<file path="config.mk">
export PLATFORM = sky130hd
export DESIGN_NAME = lsu_dmem_port_flat
export DESIGN_NICKNAME = d
export VERILOG_FILES = /design/src/rtl/lsu_dmem_port_if.sv /design/src/rtl/lsu_dmem_port.sv /design/src/flat_wrapper.sv
export SDC_FILE = /design/constraint.sdc
export NUM_CORES = 1
export LEC_CHECK = 0
export BUFFER_PORTS_ARGS = -buffer_cell sky130_fd_sc_hd__buf_4
export CAP_MARGIN = 20
export CORE_MARGIN = 4
export CORE_UTILIZATION = 55
export DETAILED_ROUTE_END_ITERATION = 6
export GPL_TIMING_DRIVEN = 0
export HOLD_SLACK_MARGIN = 0.15
export PLACE_DENSITY = 0.83
export SLEW_MARGIN = 10
export SYNTH_ARGS = -nofsm -noshare
export SYNTH_HDL_FRONTEND = slang
export SYNTH_SLANG_ARGS = --single-unit
</file>
<file path="constraint.sdc">
create_clock -name clk -period 5.6 [get_ports clk]
set_clock_uncertainty 0.05 [all_clocks]
set_input_delay 1.68 -clock clk [delete_from_list [all_inputs] [get_ports clk]]
set_output_delay 1.68 -clock clk [all_outputs]
set_load 0.05 [all_outputs]
</file>
<file path="src/rtl/lsu_dmem_port_if.sv">
// Handshake bundles for lsu_dmem_port: core-side request/response
// and the word-wide single-port data memory bus.
interface lsu_req_if #(
  parameter int ADDR_WIDTH = 32
);
  logic                  req_valid;
  logic                  req_ready;
  logic                  req_we;
  logic [1:0]            req_size;
  logic                  req_unsigned;
  logic [ADDR_WIDTH-1:0] req_addr;
  logic [31:0]           req_wdata;
  logic                  rsp_valid;
  logic [31:0]           rsp_rdata;
  logic                  rsp_err;

  modport master (
    output req_valid, req_we, req_size,
    output req_unsigned, req_addr, req_wdata,
    input  req_ready, rsp_valid, rsp_rdata, rsp_err
  );

  modport slave (
    input  req_valid, req_we, req_size,
    input  req_unsigned, req_addr, req_wdata,
    output req_ready, rsp_valid, rsp_rdata, rsp_err
  );
endinterface

interface dmem_if;
  logic        mem_we;
  logic [31:0] mem_addr;
  logic [31:0] mem_wdata;
  logic [31:0] mem_rdata;

  modport master (
    output mem_we, mem_addr, mem_wdata,
    input  mem_rdata
  );

  modport slave (
    input  mem_we, mem_addr, mem_wdata,
    output mem_rdata
  );
endinterface

</file>
<file path="src/rtl/lsu_dmem_port.sv">
// RV32 load/store initiator for a word-wide dmem without byte strobes.
// Define LSU_FAULT_ADDR_EN to add the fault_addr/fault_cause outputs.
module lsu_dmem_port #(
  parameter int DMEM_WORDS = 256,
  parameter int ADDR_WIDTH = 32
) (
  input  logic     clk,
  input  logic     rst_n,
  lsu_req_if.slave req,
  dmem_if.master   mem
`ifdef LSU_FAULT_ADDR_EN
  ,
  output logic [31:0] fault_addr,
  output logic [1:0]  fault_cause
`endif
);

  localparam int IW = ADDR_WIDTH - 2;
  localparam logic [IW-1:0] NWORDS = IW'(DMEM_WORDS);

  typedef enum logic [2:0] {
    IDLE,
    LOAD,
    RMW_RD,
    WRITE,
    RESP
  } state_t;

  typedef struct packed {
    logic [1:0]  lane;
    logic [1:0]  size;
    logic        uns;
    logic [15:0] wdata;
  } lreq_t;

  state_t      state;
  lreq_t       lr;
  logic        rsp_valid_q;
  logic        rsp_err_q;
  logic [31:0] rsp_rdata_q;
  logic        we_q;
  logic [31:0] addr_q;
  logic [31:0] wdata_q;

  logic          ready;
  logic          accept;
  logic [IW-1:0] widx;
  logic          mis;
  logic          bad_size;
  logic          oor;
  logic          err;

  assign ready    = (state == IDLE);
  assign accept   = req.req_valid & ready;
  assign widx     = req.req_addr[ADDR_WIDTH-1:2];
  assign bad_size = (req.req_size == 2'b11);
  assign oor      = (widx >= NWORDS);
  assign err      = mis | bad_size | oor;

  always_comb begin
    mis = 1'b0;
    unique case (1'b1)
      req.req_size == 2'b01: mis = req.req_addr[0];
      req.req_size == 2'b10: mis = |req.req_addr[1:0];
      default:               mis = 1'b0;
    endcase
  end

  function automatic logic [31:0] load_ext(
    input logic [31:0] w,
    input logic [1:0]  lane,
    input logic [1:0]  sz,
    input logic        uns
  );
    logic [7:0]  b;
    logic [15:0] h;
    b = w[8*lane +: 8];
    h = lane[1] ? w[31:16] : w[15:0];
    unique case (1'b1)
      sz == 2'b00: return uns ? {24'b0, b} : {{24{b[7]}}, b};
      sz == 2'b01: return uns ? {16'b0, h} : {{16{h[15]}}, h};
      default:     return w;
    endcase
  endfunction

  // Only the addressed lane changes; the rest is the word just read.
  function automatic logic [31:0] merge(
    input logic [31:0] w,
    input logic [15:0] d,
    input logic [1:0]  lane,
    input logic [1:0]  sz
  );
    logic [31:0] m;
    m = w;
    if (sz == 2'b00) m[8*lane +: 8] = d[7:0];
    else             m[16*lane[1] +: 16] = d;
    return m;
  endfunction

  always_ff @(posedge clk) begin
    if (!rst_n) begin
      state       <= IDLE;
      lr          <= '0;
      rsp_valid_q <= 1'b0;
      rsp_err_q   <= 1'b0;
      rsp_rdata_q <= '0;
      we_q        <= 1'b0;
      addr_q      <= '0;
      wdata_q     <= '0;
    end else begin
      unique case (state)
        IDLE: begin
          if (accept) begin
            lr.lane  <= req.req_addr[1:0];
            lr.size  <= req.req_size;
            lr.uns   <= req.req_unsigned;
            lr.wdata <= req.req_wdata[15:0];
            if (err) begin
              rsp_valid_q <= 1'b1;
              rsp_err_q   <= 1'b1;
              rsp_rdata_q <= '0;
              state       <= RESP;
            end else begin
              addr_q <= 32'({widx, 2'b00});
              if (!req.req_we) begin
                state <= LOAD;
              end else if (req.req_size == 2'b10) begin
                we_q    <= 1'b1;
                wdata_q <= req.req_wdata;
                state   <= WRITE;
              end else begin
                state <= RMW_RD;
              end
            end
          end
        end
        LOAD: begin
          rsp_rdata_q <= load_ext(mem.mem_rdata, lr.lane,
                                  lr.size, lr.uns);
          rsp_err_q   <= 1'b0;
          rsp_valid_q <= 1'b1;
          state       <= RESP;
        end
        RMW_RD: begin
          wdata_q <= merge(mem.mem_rdata, lr.wdata,
                           lr.lane, lr.size);
          we_q    <= 1'b1;
          state   <= WRITE;
        end
        WRITE: begin
          we_q        <= 1'b0;
          rsp_valid_q <= 1'b1;
          rsp_err_q   <= 1'b0;
          rsp_rdata_q <= '0;
          state       <= RESP;
        end
        RESP: begin
          rsp_valid_q <= 1'b0;
          rsp_err_q   <= 1'b0;
          rsp_rdata_q <= '0;
          state       <= IDLE;
        end
        default: state <= IDLE;
      endcase
    end
  end

`ifdef LSU_FAULT_ADDR_EN
  logic [1:0] cause;

  always_comb begin
    cause = 2'b00;
    unique case (1'b1)
      mis:      cause = 2'b01;
      bad_size: cause = 2'b10;
      default:  cause = 2'b11;
    endcase
  end

  always_ff @(posedge clk) begin
    if (!rst_n) begin
      fault_addr  <= '0;
      fault_cause <= '0;
    end else if (accept && err) begin
      fault_addr  <= 32'(req.req_addr);
      fault_cause <= cause;
    end
  end
`endif

  // Reset must block a write even mid read-modify-write.
  assign mem.mem_we    = we_q & rst_n;
  assign mem.mem_addr  = addr_q;
  assign mem.mem_wdata = wdata_q;

  assign req.req_ready = ready;
  assign req.rsp_valid = rsp_valid_q;
  assign req.rsp_err   = rsp_err_q;
  assign req.rsp_rdata = rsp_rdata_q;

endmodule
</file>
<file path="src/flat_wrapper.sv">
// flat-port wrapper written by rule: the top's interface ports become plain ports
module lsu_dmem_port_flat 
#(
  parameter int DMEM_WORDS = 256,
  parameter int ADDR_WIDTH = 32
)
  (clk, rst_n, req_req_valid, req_req_we, req_req_size, req_req_unsigned, req_req_addr, req_req_wdata, req_req_ready, req_rsp_valid, req_rsp_rdata, req_rsp_err, mem_mem_we, mem_mem_addr, mem_mem_wdata, mem_mem_rdata);
  lsu_req_if #(.ADDR_WIDTH(ADDR_WIDTH)) req_i ();
  dmem_if mem_i ();
  input  logic clk;
  input  logic rst_n;
  input wire logic [$bits(req_i.req_valid)-1:0] req_req_valid;
  input wire logic [$bits(req_i.req_we)-1:0] req_req_we;
  input wire logic [$bits(req_i.req_size)-1:0] req_req_size;
  input wire logic [$bits(req_i.req_unsigned)-1:0] req_req_unsigned;
  input wire logic [$bits(req_i.req_addr)-1:0] req_req_addr;
  input wire logic [$bits(req_i.req_wdata)-1:0] req_req_wdata;
  output wire logic [$bits(req_i.req_ready)-1:0] req_req_ready;
  output wire logic [$bits(req_i.rsp_valid)-1:0] req_rsp_valid;
  output wire logic [$bits(req_i.rsp_rdata)-1:0] req_rsp_rdata;
  output wire logic [$bits(req_i.rsp_err)-1:0] req_rsp_err;
  output wire logic [$bits(mem_i.mem_we)-1:0] mem_mem_we;
  output wire logic [$bits(mem_i.mem_addr)-1:0] mem_mem_addr;
  output wire logic [$bits(mem_i.mem_wdata)-1:0] mem_mem_wdata;
  input wire logic [$bits(mem_i.mem_rdata)-1:0] mem_mem_rdata;
  assign req_i.req_valid = req_req_valid;
  assign req_i.req_we = req_req_we;
  assign req_i.req_size = req_req_size;
  assign req_i.req_unsigned = req_req_unsigned;
  assign req_i.req_addr = req_req_addr;
  assign req_i.req_wdata = req_req_wdata;
  assign req_req_ready = req_i.req_ready;
  assign req_rsp_valid = req_i.rsp_valid;
  assign req_rsp_rdata = req_i.rsp_rdata;
  assign req_rsp_err = req_i.rsp_err;
  assign mem_mem_we = mem_i.mem_we;
  assign mem_mem_addr = mem_i.mem_addr;
  assign mem_mem_wdata = mem_i.mem_wdata;
  assign mem_i.mem_rdata = mem_mem_rdata;
  lsu_dmem_port #(.DMEM_WORDS(DMEM_WORDS), .ADDR_WIDTH(ADDR_WIDTH)) u_core (.clk(clk), .rst_n(rst_n), .req(req_i), .mem(mem_i));
endmodule
</file>
# [Yosys cells after proc, flatten, opt, wreduce, memory -nomap -nowiden]
# Cells that the tools add are included.
[op_classes] shift=5 n_lt_le_gt_ge=1 mux=30 n_addsub=2 n_reduce_logical=18 bitwise=5 n_eq_ne=13
[ops] cell="$mux W32" n=9
[ops] cell="$pmux W32 S2" n=2
[ops] cell="$pmux W32 S3" n=1
[ops] cell="$neg A5 Y34" n=2
[ops] cell="$bwmux W32" n=2
[ops] cell="$shift A16 B34 Y32 const A" n=1
[ops] cell="$shift A8 B34 Y32 const A" n=1
[ops] cell="$shiftx A16 B34 Y32" n=1
[ops] cell="$shiftx A8 B34 Y32" n=1
[ops] cell="$shiftx A32 B6 Y8" n=1
[ops] cell="$ge A30 B9 Y1 const B" n=1
[ops] cell="$mux W16" n=1
[ops] cell="$reduce_and A3 Y1" n=4
[ops] cell="$ne A2 B2 Y1 const B" n=5
[ops] cell="$reduce_and A5 Y1" n=2
[ops] cell="$mux W3" n=3
[ops] cell="$pmux W3 S3" n=1
[ops] cell="$reduce_bool A3 Y1" n=3
[ops] cell="$mux W1" n=7
[ops] cell="$eq A3 B2 Y1 const B" n=2
[ops] cell="$pmux W1 S3" n=2
[ops] cell="$reduce_or A2 Y1" n=3
[ops] cell="$eq A2 B1 Y1 const B" n=2
[ops] cell="$eq A2 B2 Y1 const B" n=2
[ops] cell="11 further kinds" n=15
[totals] in_bits=103 reg_bits=121 elab_cells=85

# [Longest topological paths before layout]
# Gate-level depths: netlist (run 1).
[depth] depth_word=7 ltp_mapped=10 depth_no_buf=7

# [Worst setup path after synthesis (run 1)]
# No wires, ideal clock.
[synth_path] path_kind="input port to output port" startpoint="input rst_n" endpoint="output mem_mem_we" required_time_ns=3.870 arrival_time_ns=2.641 path_stages=3 setup_slack_ns=1.229 path_buffers=2 path_cell_list="clkbuf_1 -> clkbuf_1 -> and2_1"
[synth_between] elab_chain_len=1
[synth_rtl] element="start: declaration" line_no="flat_wrapper.sv:11" source="input logic rst_n;"
[synth_rtl] element="$and A1 B1 Y1" line_no="lsu_dmem_port.sv:192" source="assign mem.mem_we = we_q & rst_n;"
[synth_rtl] element="end: declaration" line_no="flat_wrapper.sv:22" source="output wire logic [$bits(mem_i.mem_we)-1:0] mem_mem_we;"
# No other way between the ends.

# [Final worst setup path (run 1)]
# Same ends and word-level chain as after synthesis.

==> results of run 1 <==
==> state kept, by name (all words and copies together) (netlist names) <==
name                  flops
u_core.lr                21
u_core.req.rsp_rdata     32
u_core.mem.mem_wdata     32
u_core.state              3
u_core.mem.mem_addr      30
u_core.we_q               1
u_core.req.rsp_valid      1
u_core.req.rsp_err        1
==> power groups by stage <==
| stage | combinational (W) | sequential [W] | clock (W) |
|---|---|---|---|
| after global placement | 0.000262 | 0.000903 | 0 |
| after global routing | 0.000296 | 0.000886 | 0.00109 |
| after floorplan | 0.000143 | 0.000902 | 0 |
| final | 0.000279 | 0.000886 | 0.00105 |
| after CTS | 0.000272 | 0.000885 | 0.00105 |
| after detailed placement | 0.000268 | 0.000904 | 0 |
==> how the worst max path moves through the flow <==
stage	start	to	cells past startpoint
6_report	rst_n	mem_mem_we	5
5_1_grt	rst_n	mem_mem_we	5
4_1_cts	rst_n	mem_mem_we	5
3_5_place_dp	rst_n	mem_mem_we	5
3_3_place_gp	rst_n	mem_mem_we	5
2_1_floorplan	rst_n	mem_mem_we	3
==> logic make-up (layout without fill, tap and decap cells) <==
group	count (synthesis)	in the layout	share of synthesized area
AND/OR/NAND/NOR	194	194	0.172
multiplexers	42	42	0.0702
buffers and inverters	75	307	0.0542
adder cells (fa/ha/maj)	8	8	0.0164
other	1	2	0.000615
AO/OA/AOI/OAI	252	252	0.289
flip-flops	121	121	0.398
==> synth_stat cells (all sizes together) (9+ instances only) <==
cell type,instances
dfxtp,121
o21ai,91
nand2,88
mux2i,39
clkbuf,37
buf,27
and2,26
a21oi,25
a21boi,21
nor2b,19
nand4,18
o211a,18
a221o,17
a221oi,16
a22oi,16
nor2,12
inv,11
o31ai,9
==> cell type report <==
class | count | area share
Inverter | 11 | 0.00495
Timing Repair Buffer | 200 | 0.180
Buffer | 64 | 0.0347
Clock inverter | 14 | 0.0162
Tap cell | 140 | 0.0210
Sequential cell | 121 | 0.291
Clock buffer | 18 | 0.0513
Multi-Input combinational cell | 498 | 0.401
==> through the flow <==
step	utilization	instance area (sq um)	hold WS, ns	instances
global route	0.769	8340	0.431	1066
finish	0.769	8340	0.402	1066
floorplan	-	6100	0.394	694
CTS	0.769	8340	0.405	1066
global placement	0.717	7770	0.391	1034
detailed placement	0.717	7770	0.392	1034
==> worst max-delay path, delay by kind of cell <==
kind | cells | cell delay [ns]
AND/OR/NAND/NOR | 1 | 0.22
buffers and inverters | 4 | 1.16
==> layer usage <==
layer / vias to the layer above / routed length [um] / GRT usage / part of all wire
li1: 3014 / - / - / -
met4: 0 / 693 / 0.132 / 0.030
met1: 3157 / 8850 / 0.440 / 0.39
met2: 471 / 10700 / 0.571 / 0.47
met5: - / 0 / 0 / 0
met3: 62 / 2500 / 0.0807 / 0.11
==> results.md, run 1 <==
- Status: finished, final reports clean
- Most frequent cells in the layout: buf_4 (205), dfxtp_1 (121), nand2_1 (88), o21ai_0 (88), mux2i_1 (38)
- Via density: 6.29
- Post-CTS Setup Inserts: 0
- H-tree levels: 4
- Synth area leader: dfxtp_1
- Top-area cell type share of the netlist area: 0.398
- Routed len/inst: 21.3 um
- Hold Path End: u_core.req.rsp_rdata[10]$_SDFFE_PN0P_
- RR Endpoint: u_core.mem.mem_wdata[0]$_SDFFE_PN0P_
- RSZ-0062 raised after global routing: false
- Max Fclk: 0.209 GHz
- First-pass DRT Iterations: 5
- Worst slew pin tran: 0.742 ns
- Synth Warn #: 0
- Worst Path Required: 3.87 ns
- Antenna cells: 0
- Flop pwr share: 0.400
- Fin nets: 1024
- Mapped Cells: 693
- Clock latency on the worst-skew pair: 0.55 ns
- R2R depth: 10
- Core Rows: 38
- Reg area: 2420 sq um
- Post-CTS sizing: 0
- Die Span Y: 113 um
- IO Port Bufs: 200
- MaxCap Viol Count: 0
- GPL Wtd Cong: 0.975
- Number of remaining DRC errors: 0
- Cells along the critical path: buf_4 -> clkbuf_1 -> clkbuf_1 -> and2_1 -> buf_4
- Leakage: 3.68 nW
- Psw: 0.000613 W
- DIE AREA: 12800 sq um
- Total negative setup slack: 0 ns
- Largest cells by area after synthesis: dfxtp_1 (40%), o21ai_0 (7.2%), mux2i_1 (6.2%), nand2_1 (5.4%), o211a_1 (3.0%)
- Register bit total from synthesis: 121
- Post-synthesis async set-or-reset flop share: 0
- CP Launch Type: primary input
- Die Span X: 113 um
- Synth cell types: 60
- Congestion Overflow GR: 0
- Ys flop type: dfxtp_1
- Worst setup EP type: output pin
- Num CTS Buffers: 17
- Power, Total: 0.00221 W
- Combinational fraction of design power: 0.126
- Worst r2r src: u_core.lr[20]$_SDFFE_PN0P_
- Worst min path class: flip-flop to flip-flop
- DP Worst Slack: 0.850 ns
- Layout cells sized above 1: 0.296
- Sw Share: 0.277
- Area Growth Syn to Fin: 36.8%
- ANT nets after route: 0
- Crit Path Class: primary input to output pin
- GRT Overall Usage: 0.346
- Pwr Density: 265 nW/um^2
- CTS Hold Bufs: 0
- Area of the multi-input gates: 3340 sq um
- Crit Path Max Fanout: 10
- CTS tree: built
- Tmin final: 4.78 ns
- CP max stage delay: 0.43 ns
- Internal Pwr Total: 0.00160 W
- Initial Util: 0.562
- Final Hold Fails: 0
- Fin. max-slew vios: 0
- Worst rel slew slack: 0.500
- First-pass GRT wire length: 34600 um
- Fin worst setup slack: 0.816 ns
- DRT Wirelength: 22700 um
- Clk root buf: clkbuf_8
- Final period utilization: 0.854
- Initial antenna violation count: 0
- Netlist Area Pre-Place: 6090 sq um
- Setup Viol. Count Final: 0
- Commonest non-fill, non-tap cell in the layout: buf_4
- Sequential area share after synthesis: 0.398
- Vias: 6704
- First-iteration detailed-routing DRC count: 782
- I/O Pins: 203
- Clk pwr share: 0.474
- Hold_sp: u_core.req.rsp_rdata[10]$_SDFFE_PN0P_
- Syn Area/Cell: 8.79 sq um
- Clock Path Buffers: 2
- Internal reg-to-reg setup slack: 2.47 ns
- Min-Delay Path Depth: 1
- Worst vdd ir: 0.000210 V
- Filler cells: 756
- Clock tree sinks: 121
- WP data arrival: 3.05 ns
- DP HPWL: 17000 um
- Core footprint: 10800 sq um
- CTS clk-pin slew, worst paths: 0.06 ns
- Post-synth EDFFs: 0
- Worst path slowest cell: clkbuf_1
- Largest net degree at the start of global routing: 17
- Number of global-route vias before repair: 6408
Note: power is estimated with default switching activity, not from simulation.
==> inputs of run 2 (changes only) <==
--- a/config.mk
+++ b/config.mk
@@ -12,8 +12,9 @@
 export DETAILED_ROUTE_END_ITERATION = 6
 export GPL_TIMING_DRIVEN = 0
 export HOLD_SLACK_MARGIN = 0.15
-export PLACE_DENSITY = 0.83
+export PLACE_DENSITY = 0.92
 export SLEW_MARGIN = 10
 export SYNTH_ARGS = -nofsm -noshare
 export SYNTH_HDL_FRONTEND = slang
 export SYNTH_SLANG_ARGS = --single-unit
+export TNS_END_PERCENT = 5
==> results.md, run 2 (synthesized netlist as in run 1, its figures left out) <==
- Status: finished with violations
- Failing checks: design-rule violations
- Leakage: 3.65 nW
- Critical Path Start: rst_n
- CP max stage delay: 0.41 ns
- Routed len/inst: 20.3 um
- Initial Util: 0.562
- Final Hold Fails: 0
- Post-CTS Setup Inserts: 0
- Layout cells sized above 1: 0.295
- Internal reg-to-reg setup slack: 2.60 ns
- Worst path depth: 5
- Most frequent cells in the layout: buf_4 (205), dfxtp_1 (121), nand2_1 (88), o21ai_0 (88), mux2i_1 (38)
- DRT Wirelength: 21700 um
- CTS Hold Bufs: 0
- Congestion Overflow GR: 0
- Tmin final: 4.79 ns
- Core Rows: 38
- Delay-heaviest family, CP: buffers and inverters
- Final period utilization: 0.855
- WP data arrival: 3.06 ns
- Clock latency on the worst-skew pair: 0.54 ns
- Setup Viol. Count Final: 0
- Fin worst setup slack: 0.812 ns
- DP Worst Slack: 0.908 ns
- Fin nets: 1024
- Hold_ws: 0.410 ns
- I/O Pins: 203
- Worst r2r src: u_core.lr[20]$_SDFFE_PN0P_
- Clock tree sinks: 121
- Crit Path Class: primary input to output pin
- Total negative setup slack: 0 ns
- Number of global-route vias before repair: 6636
- Worst rel slew slack: 0.467
- GRT Overall Usage: 0.329
- R2R depth: 10
- Clock Path Buffers: 2
- Worst Setup EP: mem_mem_we
- H-tree levels: 4
- First-pass GRT wire length: 33300 um
- Worst vdd ir: 0.000170 V
- Largest net degree at the start of global routing: 17
- Psw: 0.000595 W
- CTS tree: built
- Cells along the critical path: buf_4 -> clkbuf_1 -> clkbuf_1 -> and2_1 -> buf_4
- Initial antenna violation count: 0
- Internal Pwr Total: 0.00159 W
- Clk pwr share: 0.467
- MaxCap Viol Count: 0
- CP Launch Type: primary input
- Flop pwr share: 0.405
- Worst Path Required: 3.87 ns
- Die Span Y: 113 um
- DIE AREA: 12800 sq um
- First-pass DRT Iterations: 7
- Clk root buf: clkbuf_8
- Sw Share: 0.272
- Worst slew pin tran: 0.791 ns
- Antenna cells: 0
- Fin. max-slew vios: 0
- ANT nets after route: 0
- Post-CTS sizing: 0
- First-iteration detailed-routing DRC count: 976
- Vias: 6720
- RSZ-0062 raised after global routing: false
- Pwr Density: 263 nW/um^2
- Area Growth Syn to Fin: 36.6%
- Worst setup EP type: output pin
- DP HPWL: 15800 um
- Number of remaining DRC errors: 4
- Critical path buffers and inverters: 4
- Commonest non-fill, non-tap cell in the layout: buf_4
- CTS clk-pin slew, worst paths: 0.06 ns
- Core footprint: 10800 sq um
- Num CTS Buffers: 17
- Worst path slowest cell: clkbuf_1
- RR Endpoint: u_core.mem.mem_wdata[2]$_SDFFE_PN0P_
- Via density: 6.31
- Combinational fraction of design power: 0.128
- IO Port Bufs: 200
- GPL Wtd Cong: 1.01
- Max Fclk: 0.209 GHz
- Die Span X: 113 um
- Crit Path Max Fanout: 10
- Worst min path class: flip-flop to flip-flop
-- run 2: worst min path at each step --
stage	depth (start not counted)	start	end	slack [ns]
4_1_cts	2	u_core.req.rsp_rdata[25]$_SDFFE_PN0P_	u_core.req.rsp_rdata[25]$_SDFFE_PN0P_	0.41
3_3_place_gp	1	u_core.req.rsp_rdata[8]$_SDFFE_PN0P_	u_core.req.rsp_rdata[8]$_SDFFE_PN0P_	0.39
6_report	2	u_core.req.rsp_rdata[24]$_SDFFE_PN0P_	u_core.req.rsp_rdata[24]$_SDFFE_PN0P_	0.41
3_5_place_dp	1	u_core.mem.mem_addr[16]$_SDFFE_PN0P_	u_core.mem.mem_addr[16]$_SDFFE_PN0P_	0.40
2_1_floorplan	2	u_core.lr[16]$_SDFFE_PN0P_	u_core.lr[16]$_SDFFE_PN0P_	0.39
5_1_grt	2	u_core.req.rsp_rdata[24]$_SDFFE_PN0P_	u_core.req.rsp_rdata[24]$_SDFFE_PN0P_	0.43
-- run 2: through the flow --
stage	std cells	total power (W)	util	cell area, sq um
5_1_grt	1065	0.00224	0.768	8320
3_3_place_gp	1034	0.00116	0.717	7770
4_1_cts	1065	0.00217	0.768	8320
3_5_place_dp	1034	0.00117	0.717	7770
2_1_floorplan	694	0.00105	-	6100
6_report	1065	0.00218	0.768	8320
-- run 2: cell type report --
| cell class | count | area [sq um] |
|---|---|---|
| plain buffers | 64 | 289 |
| clock buffers | 18 | 428 |
| clock inverters | 13 | 119 |
| fillers | 767 | 2520 |
| inverters | 11 | 41.3 |
| multi-input cells | 498 | 3340 |
| flip-flops and latches | 121 | 2420 |
| well taps | 140 | 175 |
| repair buffers | 200 | 1500 |
-- run 2: power by group through the flow --
stage,clock [W],combinational (W),sequential [W]
CTS,0.00102,0.000268,0.000884
global placement,0,0.000261,0.000903
detailed placement,0,0.000264,0.000903
finish,0.00102,0.000279,0.000885
floorplan,0,0.000143,0.000902
global route,0.00106,0.000294,0.000886
-- run 2: worst reg2reg max path, delay by kind of cell, from the launching register on --
family,cells,cell delay (ns)
buffers and inverters,4,0.96
flip-flops,1,0.37
adder cells (fa/ha/maj),1,0.36
AO/OA/AOI/OAI,4,0.94
AND/OR/NAND/NOR,1,0.26
-- run 2: routing by layer --
metal	vias to the layer above	share of wire	wire, um	track usage
met1	3062	0.35	7670	0.386
met5	-	0	0	0
met4	0	0.055	1200	0.183
met2	527	0.46	10000	0.534
met3	127	0.13	2760	0.101
li1	3004	-	-	-
